[src/rtl/vga_pkg.sv]
// Shared definitions for the VGA scan controller slice.
// - Default 640x480@60 timing constants (25 MHz pixel clock).
// - Colour channel indices within the packed {R,G,B} pixel word.
// - clog2 helper used to size the scan counters.
// - Flag bundle carried down the sync/blank delay line.
package vga_pkg;

  localparam int DEF_H_ACTIVE     = 640;
  localparam int DEF_H_SYNC_START = 659;
  localparam int DEF_H_SYNC_END   = 754;
  localparam int DEF_H_TOTAL      = 800;
  localparam int DEF_V_ACTIVE     = 480;
  localparam int DEF_V_SYNC_START = 493;
  localparam int DEF_V_SYNC_END   = 494;
  localparam int DEF_V_TOTAL      = 525;

  // Channel index inside {R,G,B}; field offset of a channel is index*BPC.
  localparam int CH_B = 0;
  localparam int CH_G = 1;
  localparam int CH_R = 2;

  // Ceiling log2, never less than 1 so a counter always has a bit.
  function automatic int clog2(input int value);
    int result;
    result = 1;
    for (int i = 1; i < 31; i++) begin
      if ((1 << i) < value) result = i + 1;
    end
    return result;
  endfunction

  typedef struct packed {
    logic hs;   // horizontal sync window, active high
    logic vs;   // vertical sync window, active high
    logic vis;  // visible area
  } scan_flags_t;

endpackage

[src/rtl/vga_delay_line.sv]
// Fixed-depth register pipeline with asynchronous active-low clear.
// DEPTH = 0 degenerates to a wire.
// Ports:
//   vga_clock  pixel clock
//   resetn     asynchronous active-low clear of every stage
//   d_i        data entering stage 1
//   q_o        data leaving stage DEPTH
module vga_delay_line #(
  parameter int WIDTH = 1,
  parameter int DEPTH = 1
) (
  input  logic             vga_clock,
  input  logic             resetn,
  input  logic [WIDTH-1:0] d_i,
  output logic [WIDTH-1:0] q_o
);

  generate
    if (DEPTH == 0) begin : g_bypass
      assign q_o = d_i;
    end else begin : g_pipe
      logic [WIDTH-1:0] stage_q [DEPTH];

      // NOTE: these stages are plain flops, not a RAM, so every stage is
      // cleared on reset; that is what keeps sync inactive and blank asserted
      // until real scan data reaches the pins.
      always_ff @(posedge vga_clock or negedge resetn) begin
        if (!resetn) begin
          for (int i = 0; i < DEPTH; i++) stage_q[i] <= '0;
        end else begin
          stage_q[0] <= d_i;
          for (int i = 1; i < DEPTH; i++) stage_q[i] <= stage_q[i-1];
        end
      end

      assign q_o = stage_q[DEPTH-1];
    end
  endgenerate

endmodule

[src/rtl/vga_scan_controller.sv]
// Parametrised VGA scan/timing controller.
// Generates the (x, y) fetch address for a pixel source, then delays sync and
// blank by MEM_LATENCY+1 clocks so they line up with the registered DAC colour.
// Ports:
//   vga_clock, resetn        pixel clock, asynchronous active-low reset
//   pixel_colour             {R,G,B} (or 1 bit in monochrome) for the address
//                            presented MEM_LATENCY clocks earlier
//   x, y, active             fetch address and visible-area decode
//   line_start, frame_start  single-cycle pulses at x==0 / (x,y)==(0,0)
//   VGA_R/G/B                registered DAC colour, blanked outside the picture
//   VGA_HS/VS                active-low sync
//   VGA_BLANK_N, VGA_SYNC_N  DAC blank (0 = blank) and sync-on-green (tied 1)
//   VGA_CLK                  pixel clock forwarded to the DAC
module vga_scan_controller
  import vga_pkg::*;
#(
  parameter int H_ACTIVE     = DEF_H_ACTIVE,
  parameter int H_SYNC_START = DEF_H_SYNC_START,
  parameter int H_SYNC_END   = DEF_H_SYNC_END,
  parameter int H_TOTAL      = DEF_H_TOTAL,
  parameter int V_ACTIVE     = DEF_V_ACTIVE,
  parameter int V_SYNC_START = DEF_V_SYNC_START,
  parameter int V_SYNC_END   = DEF_V_SYNC_END,
  parameter int V_TOTAL      = DEF_V_TOTAL,
  parameter int BPC          = 2,
  parameter int MONOCHROME   = 0,
  parameter int DAC_WIDTH    = 10,
  parameter int MEM_LATENCY  = 1,
  localparam int XW          = clog2(H_TOTAL),
  localparam int YW          = clog2(V_TOTAL),
  localparam int PIX_W       = (MONOCHROME != 0) ? 1 : 3 * BPC
) (
  input  logic                 vga_clock,
  input  logic                 resetn,
  input  logic [PIX_W-1:0]     pixel_colour,
  output logic [XW-1:0]        x,
  output logic [YW-1:0]        y,
  output logic                 active,
  output logic                 line_start,
  output logic                 frame_start,
  output logic [DAC_WIDTH-1:0] VGA_R,
  output logic [DAC_WIDTH-1:0] VGA_G,
  output logic [DAC_WIDTH-1:0] VGA_B,
  output logic                 VGA_HS,
  output logic                 VGA_VS,
  output logic                 VGA_BLANK_N,
  output logic                 VGA_SYNC_N,
  output logic                 VGA_CLK
);

  localparam int PIPE_DEPTH = MEM_LATENCY + 1;

  // ---------------------------------------------------------------- counters
  logic [XW-1:0] x_q, x_d;
  logic [YW-1:0] y_q, y_d;

  // NOTE: every combinational output gets a default first, so no path through
  // the block can leave it unassigned and infer a latch.
  always_comb begin
    x_d = x_q + XW'(1);
    y_d = y_q;
    if (x_q == XW'(H_TOTAL - 1)) begin
      x_d = '0;
      y_d = (y_q == YW'(V_TOTAL - 1)) ? '0 : y_q + YW'(1);
    end
  end

  // NOTE: state updates use non-blocking assignments so every register sees
  // the pre-edge value of every other register.
  always_ff @(posedge vga_clock or negedge resetn) begin
    if (!resetn) begin
      x_q <= '0;
      y_q <= '0;
    end else begin
      x_q <= x_d;
      y_q <= y_d;
    end
  end

  assign x           = x_q;
  assign y           = y_q;
  assign active      = (x_q < XW'(H_ACTIVE)) && (y_q < YW'(V_ACTIVE));
  assign line_start  = (x_q == '0);
  assign frame_start = (x_q == '0) && (y_q == '0);

  // ------------------------------------------------- fetch-domain flag decode
  scan_flags_t flags_c, flags_q;

  assign flags_c.hs  = (x_q >= XW'(H_SYNC_START)) && (x_q <= XW'(H_SYNC_END));
  assign flags_c.vs  = (y_q >= YW'(V_SYNC_START)) && (y_q <= YW'(V_SYNC_END));
  assign flags_c.vis = active;

  // Sync/blank travel one stage further than the source latency: the extra
  // stage matches the colour register below.
  vga_delay_line #(.WIDTH(3), .DEPTH(PIPE_DEPTH)) u_flag_pipe (
    .vga_clock (vga_clock),
    .resetn    (resetn),
    .d_i       (flags_c),
    .q_o       (flags_q)
  );

  // Visibility aligned with pixel_colour, i.e. with the cycle the source data
  // for the same address arrives.
  logic vis_tap;

  vga_delay_line #(.WIDTH(1), .DEPTH(MEM_LATENCY)) u_vis_tap (
    .vga_clock (vga_clock),
    .resetn    (resetn),
    .d_i       (flags_c.vis),
    .q_o       (vis_tap)
  );

  // -------------------------------------------------------- colour expansion
  logic [2:0][DAC_WIDTH-1:0] dac_c;

  generate
    if (MONOCHROME != 0) begin : g_mono
      assign dac_c = {(3 * DAC_WIDTH){pixel_colour[0]}};
    end else begin : g_colour
      // Channel bits repeat from the DAC MSB downward, so full-scale channel
      // values map to full-scale DAC codes.
      always_comb begin
        dac_c = '0;
        for (int ch = CH_B; ch <= CH_R; ch++) begin
          for (int i = 0; i < DAC_WIDTH; i++) begin
            dac_c[ch][i] = pixel_colour[ch*BPC + (BPC - 1 - ((DAC_WIDTH - 1 - i) % BPC))];
          end
        end
      end
    end
  endgenerate

  logic [2:0][DAC_WIDTH-1:0] rgb_q, rgb_d;

  assign rgb_d = vis_tap ? dac_c : '0;

  always_ff @(posedge vga_clock or negedge resetn) begin
    if (!resetn) rgb_q <= '0;
    else         rgb_q <= rgb_d;
  end

  // ------------------------------------------------------------------ pins
  assign VGA_R       = rgb_q[CH_R];
  assign VGA_G       = rgb_q[CH_G];
  assign VGA_B       = rgb_q[CH_B];
  assign VGA_HS      = ~flags_q.hs;
  assign VGA_VS      = ~flags_q.vs;
  assign VGA_BLANK_N = flags_q.vis;
  assign VGA_SYNC_N  = 1'b1;
  assign VGA_CLK     = vga_clock;

endmodule

[config.mk]
export PLATFORM = sky130hd
export DESIGN_NAME = vga_scan_controller
export DESIGN_NICKNAME = d
export VERILOG_FILES = /design/src/rtl/vga_pkg.sv /design/src/rtl/vga_delay_line.sv /design/src/rtl/vga_scan_controller.sv
export SDC_FILE = /design/constraint.sdc
export NUM_CORES = 1
export LEC_CHECK = 0
export CAP_MARGIN = 20
export CORE_MARGIN = 4
export CORE_UTILIZATION = 43
export CTS_CLUSTER_DIAMETER = 50
export DETAILED_ROUTE_END_ITERATION = 8
export GPL_ROUTABILITY_DRIVEN = 0
export PLACE_DENSITY = 0.83
export SYNTH_ARGS = -nofsm -noshare
export SYNTH_HDL_FRONTEND = slang
export SYNTH_SLANG_ARGS = --single-unit
[constraint.sdc]
create_clock -name vga_clock -period 2.2 [get_ports vga_clock]
set_clock_uncertainty 0.05 [all_clocks]
set_input_delay 0.66 -clock vga_clock [delete_from_list [all_inputs] [get_ports vga_clock]]
set_output_delay 0.66 -clock vga_clock [all_outputs]
set_load 0.02 [all_outputs]
==> impl_metrics.csv <==
group,metric,value,unit
run_status,status,"finished with violations",
run_status,violations,"negative setup slack",
final_layout,nFillCells,303,
worst_setup_path,arrival,1.71,ns
routing,num_vias,1478,
sta,fin_crit_sh,110.1,%
floorplan,die_area,4998,um2
logic_synthesis,synth-edff-count,0,
grt,gr-total-overflow,0,
logic_synthesis,synth_area,1690,um2
sta,finalWorstSetupSlack,-0.2228,ns
routing,drc,0,
grt,grt_max_degree,33,
logic_synthesis,ys.flop_type,"dfrtp_1",
cts,clk_latency,0.39,ns
placement,portBuffers,64,
logic_synthesis,syn_inst,169,
power,ir_drop,0.5539,mV
worst_setup_path,cp.required,1.49,ns
grt,antenna_found_initial,0,
final_layout,drive_gt1_share,25.31,%
logic_synthesis,synthArstFlopShare,100.0,%
final_layout,nets,259,
routing,antenna_left,0,
floorplan,die_h,70.70,um
routing,wl,4277,um
routing,viasPerCell,5.044,
logic_synthesis,synth_seq_cells,32,
logic_synthesis,seq_area_frac_synth,47.37,%
logic_synthesis,synth_nets,183,
final_layout,n_antenna_cell,0,
placement,placed_area,2427,um2
flow_run,max_cap_violations,0,
sta,hold_violations,0,
logic_synthesis,synth_compound_area_share,5.699,%
power,p_leak,1.351,nW
worst_setup_path,crit_path_start_kind,"flip-flop",
sta,fin_tns_setup,-0.3499,ns
worst_setup_path,end_kind,"output port",
logic_synthesis,synth_top_family_by_area,"simple AND/OR/NAND/NOR gates",
floorplan,num_io_pins,66,
logic_synthesis,yosys_warnings,0,
routing,wire_per_inst,14.60,um
floorplan,initial_core_util,45.15,%
sta,final-setup-viol-count,2,
logic_synthesis,synthMuxAreaShare,0.6662,%
sta,min_period,2.423,ns
placement,dp_hpwl,3114,um
worst_setup_path,path_class,"reg2out",
grt,grt_util_all_layers,18.09,%
final_layout,area_growth,55.22,%
min_path,min_path_type,"reg2reg",
routing,drt_iter0_drc,60,
final_layout,finalInstanceArea,2624,um2
floorplan,rows,22,
cts,cts_tree,"done",
worst_setup_path,cp_max_fo,2,
floorplan,coreArea,3744,um2
sta,slew_violations,0,
logic_synthesis,yosys.area_share.adder,4.441,%
logic_synthesis,avgSynthCellArea,10.00,um2
final_layout,final_util,70.09,%
sta,fmax,412.7,MHz
logic_synthesis,yosys.area_share.simple,21.17,%
routing,drt-pass1-iter-count,4,
cts,clkTransAtPathRegs,0.06,ns
floorplan,die_x,70.70,um
power,power_density,529.4,nW/um2
grt,grt_pass1_wl,7127,um
sta,grt_setup_unrepaired,"yes",
cts,cts_hold_buffers,0,
logic_synthesis,ys_types,36,
grt,grt_pass1_vias,1495,
logic_synthesis,synth_xor_area_share,5.699,%
==> worst max-delay path: stages, from the launching register on <==
cell and delay (ns):
dfrtp_2 0.42, nor4_4 0.26, nand4b_1 0.18, nor2_4 0.15
and4_4 0.21, buf_6 0.11
==> metal layers <==
metal	wire length [um]	track usage, %
met1	1689	21.20
met2	2102	29.15
met3	423	7.813
met4	61	7.307
met5	0	0
==> what timing repair did <==
item                       4_1_cts  5_1_grt
gates resized for setup         38       19
setup buffers                    1        0
pin swaps                        4        4
setup endpoints to repair       17       22
==> where the power goes <==
| group | internal [mW] | total, mW | leakage, nW | switching (mW) |
|---|---|---|---|---|
| Clock | 0.406 | 0.666 | 0.0758 | 0.260 |
| Sequential | 0.594 | 0.601 | 0.405 | 0.00652 |
| Combinational | 0.0599 | 0.122 | 0.871 | 0.0620 |
==> layout by cell type (no fill, tap or decap), types with 2 or more instances in the layout <==
cell type / count
dlymetal6s2s_1: 12
xor2_1: 5
and2_1: 7
nand2_1: 7
dfrtp_2: 3
nor2_1: 11
clkbuf_8: 10
xnor2_1: 6
nor3_2: 2
o21ai_0: 4
inv_1: 9
a31oi_1: 2
nor2b_1: 2
nand3_1: 11
and3_1: 3
buf_6: 5
dlygate4sd2_1: 13
dfrtp_1: 29
nor3_1: 5
ha_1: 6
and3_4: 2
buf_4: 30
clkdlybuf4s50_1: 35
nand4_1: 4
==> final timing paths <==
| path | slack [ns] | startpoint | cells after the start | endpoint |
|---|---|---|---|---|
| max | -0.22 | x[2] | 5 | frame_start |
| min | 0.30 | u_flag_pipe.g_pipe.stage_q[4] | 0 | u_flag_pipe.q_o[1] |
| max reg2reg | 0.09 | x[7] | 5 | y[7] |
| min reg2reg | 0.30 | u_flag_pipe.g_pipe.stage_q[4] | 0 | u_flag_pipe.q_o[1] |
| max in group asynchronous | 1.16 | resetn | 2 | x[3] |
| min in group asynchronous | 0.62 | resetn | 2 | VGA_R[7] |
==> cells by family (layout without fill, tap and decap cells) <==
logic type | after synthesis | count (layout)
xor gates and xnor gates | 11 | 11
muxes | 1 | 1
AOI/OAI and AO/OA | 14 | 14
adders and majority gates | 6 | 6
and+or+nand+nor | 65 | 65
buffers and inverters | 39 | 115
DFF | 32 | 32
other | 1 | 1
==> synthesized netlist by cell type, types with 4 or more instances <==
cell | count | share of area (%)
nor3_1 | 6 | 1.8
nand4_1 | 4 | 1.5
buf_4 | 27 | 12
o21ai_0 | 5 | 1.5
xnor2_1 | 6 | 3.1
ha_1 | 6 | 4.4
dfrtp_1 | 32 | 47
nor2_1 | 12 | 2.7
and3_1 | 5 | 1.9
inv_1 | 9 | 2.0
nand2_1 | 8 | 1.8
nand3_1 | 11 | 3.3
and2_1 | 7 | 2.6
xor2_1 | 5 | 2.6
==> layout make-up <==
cell class | count | area [um2] | share of cell area [%]
timing repair buffer | 95 | 895.9 | 34.14
sequential | 32 | 804.5 | 30.66
multi-input combinational | 98 | 686.9 | 26.18
clock buffer | 11 | 142.6 | 5.436
tap | 48 | 60.06 | 2.289
inverter | 9 | 33.78 | 1.288
==> state kept, by name, indices dropped and copies added, names as in the netlist <==
signal	flops
u_flag_pipe.q_o	3
VGA_G	2
x	10
y	10
VGA_B	2
u_flag_pipe.g_pipe.stage_q	3
VGA_R	2
==> metrics by stage <==
stage	setup slack, ns	std cells	total power, mW	hold WS (ns)
final	-0.2228	293	1.389	0.2985
after global routing	-0.3454	293	1.447	0.3153
after CTS	-0.2004	293	1.413	0.2969
after detailed placement	-0.2789	282	0.7975	0.2847
after global placement	-0.2627	282	0.7945	0.2828
after floorplan	0.003931	169	0.7403	0.2812
Note: power is estimated with default switching activity, not from simulation.
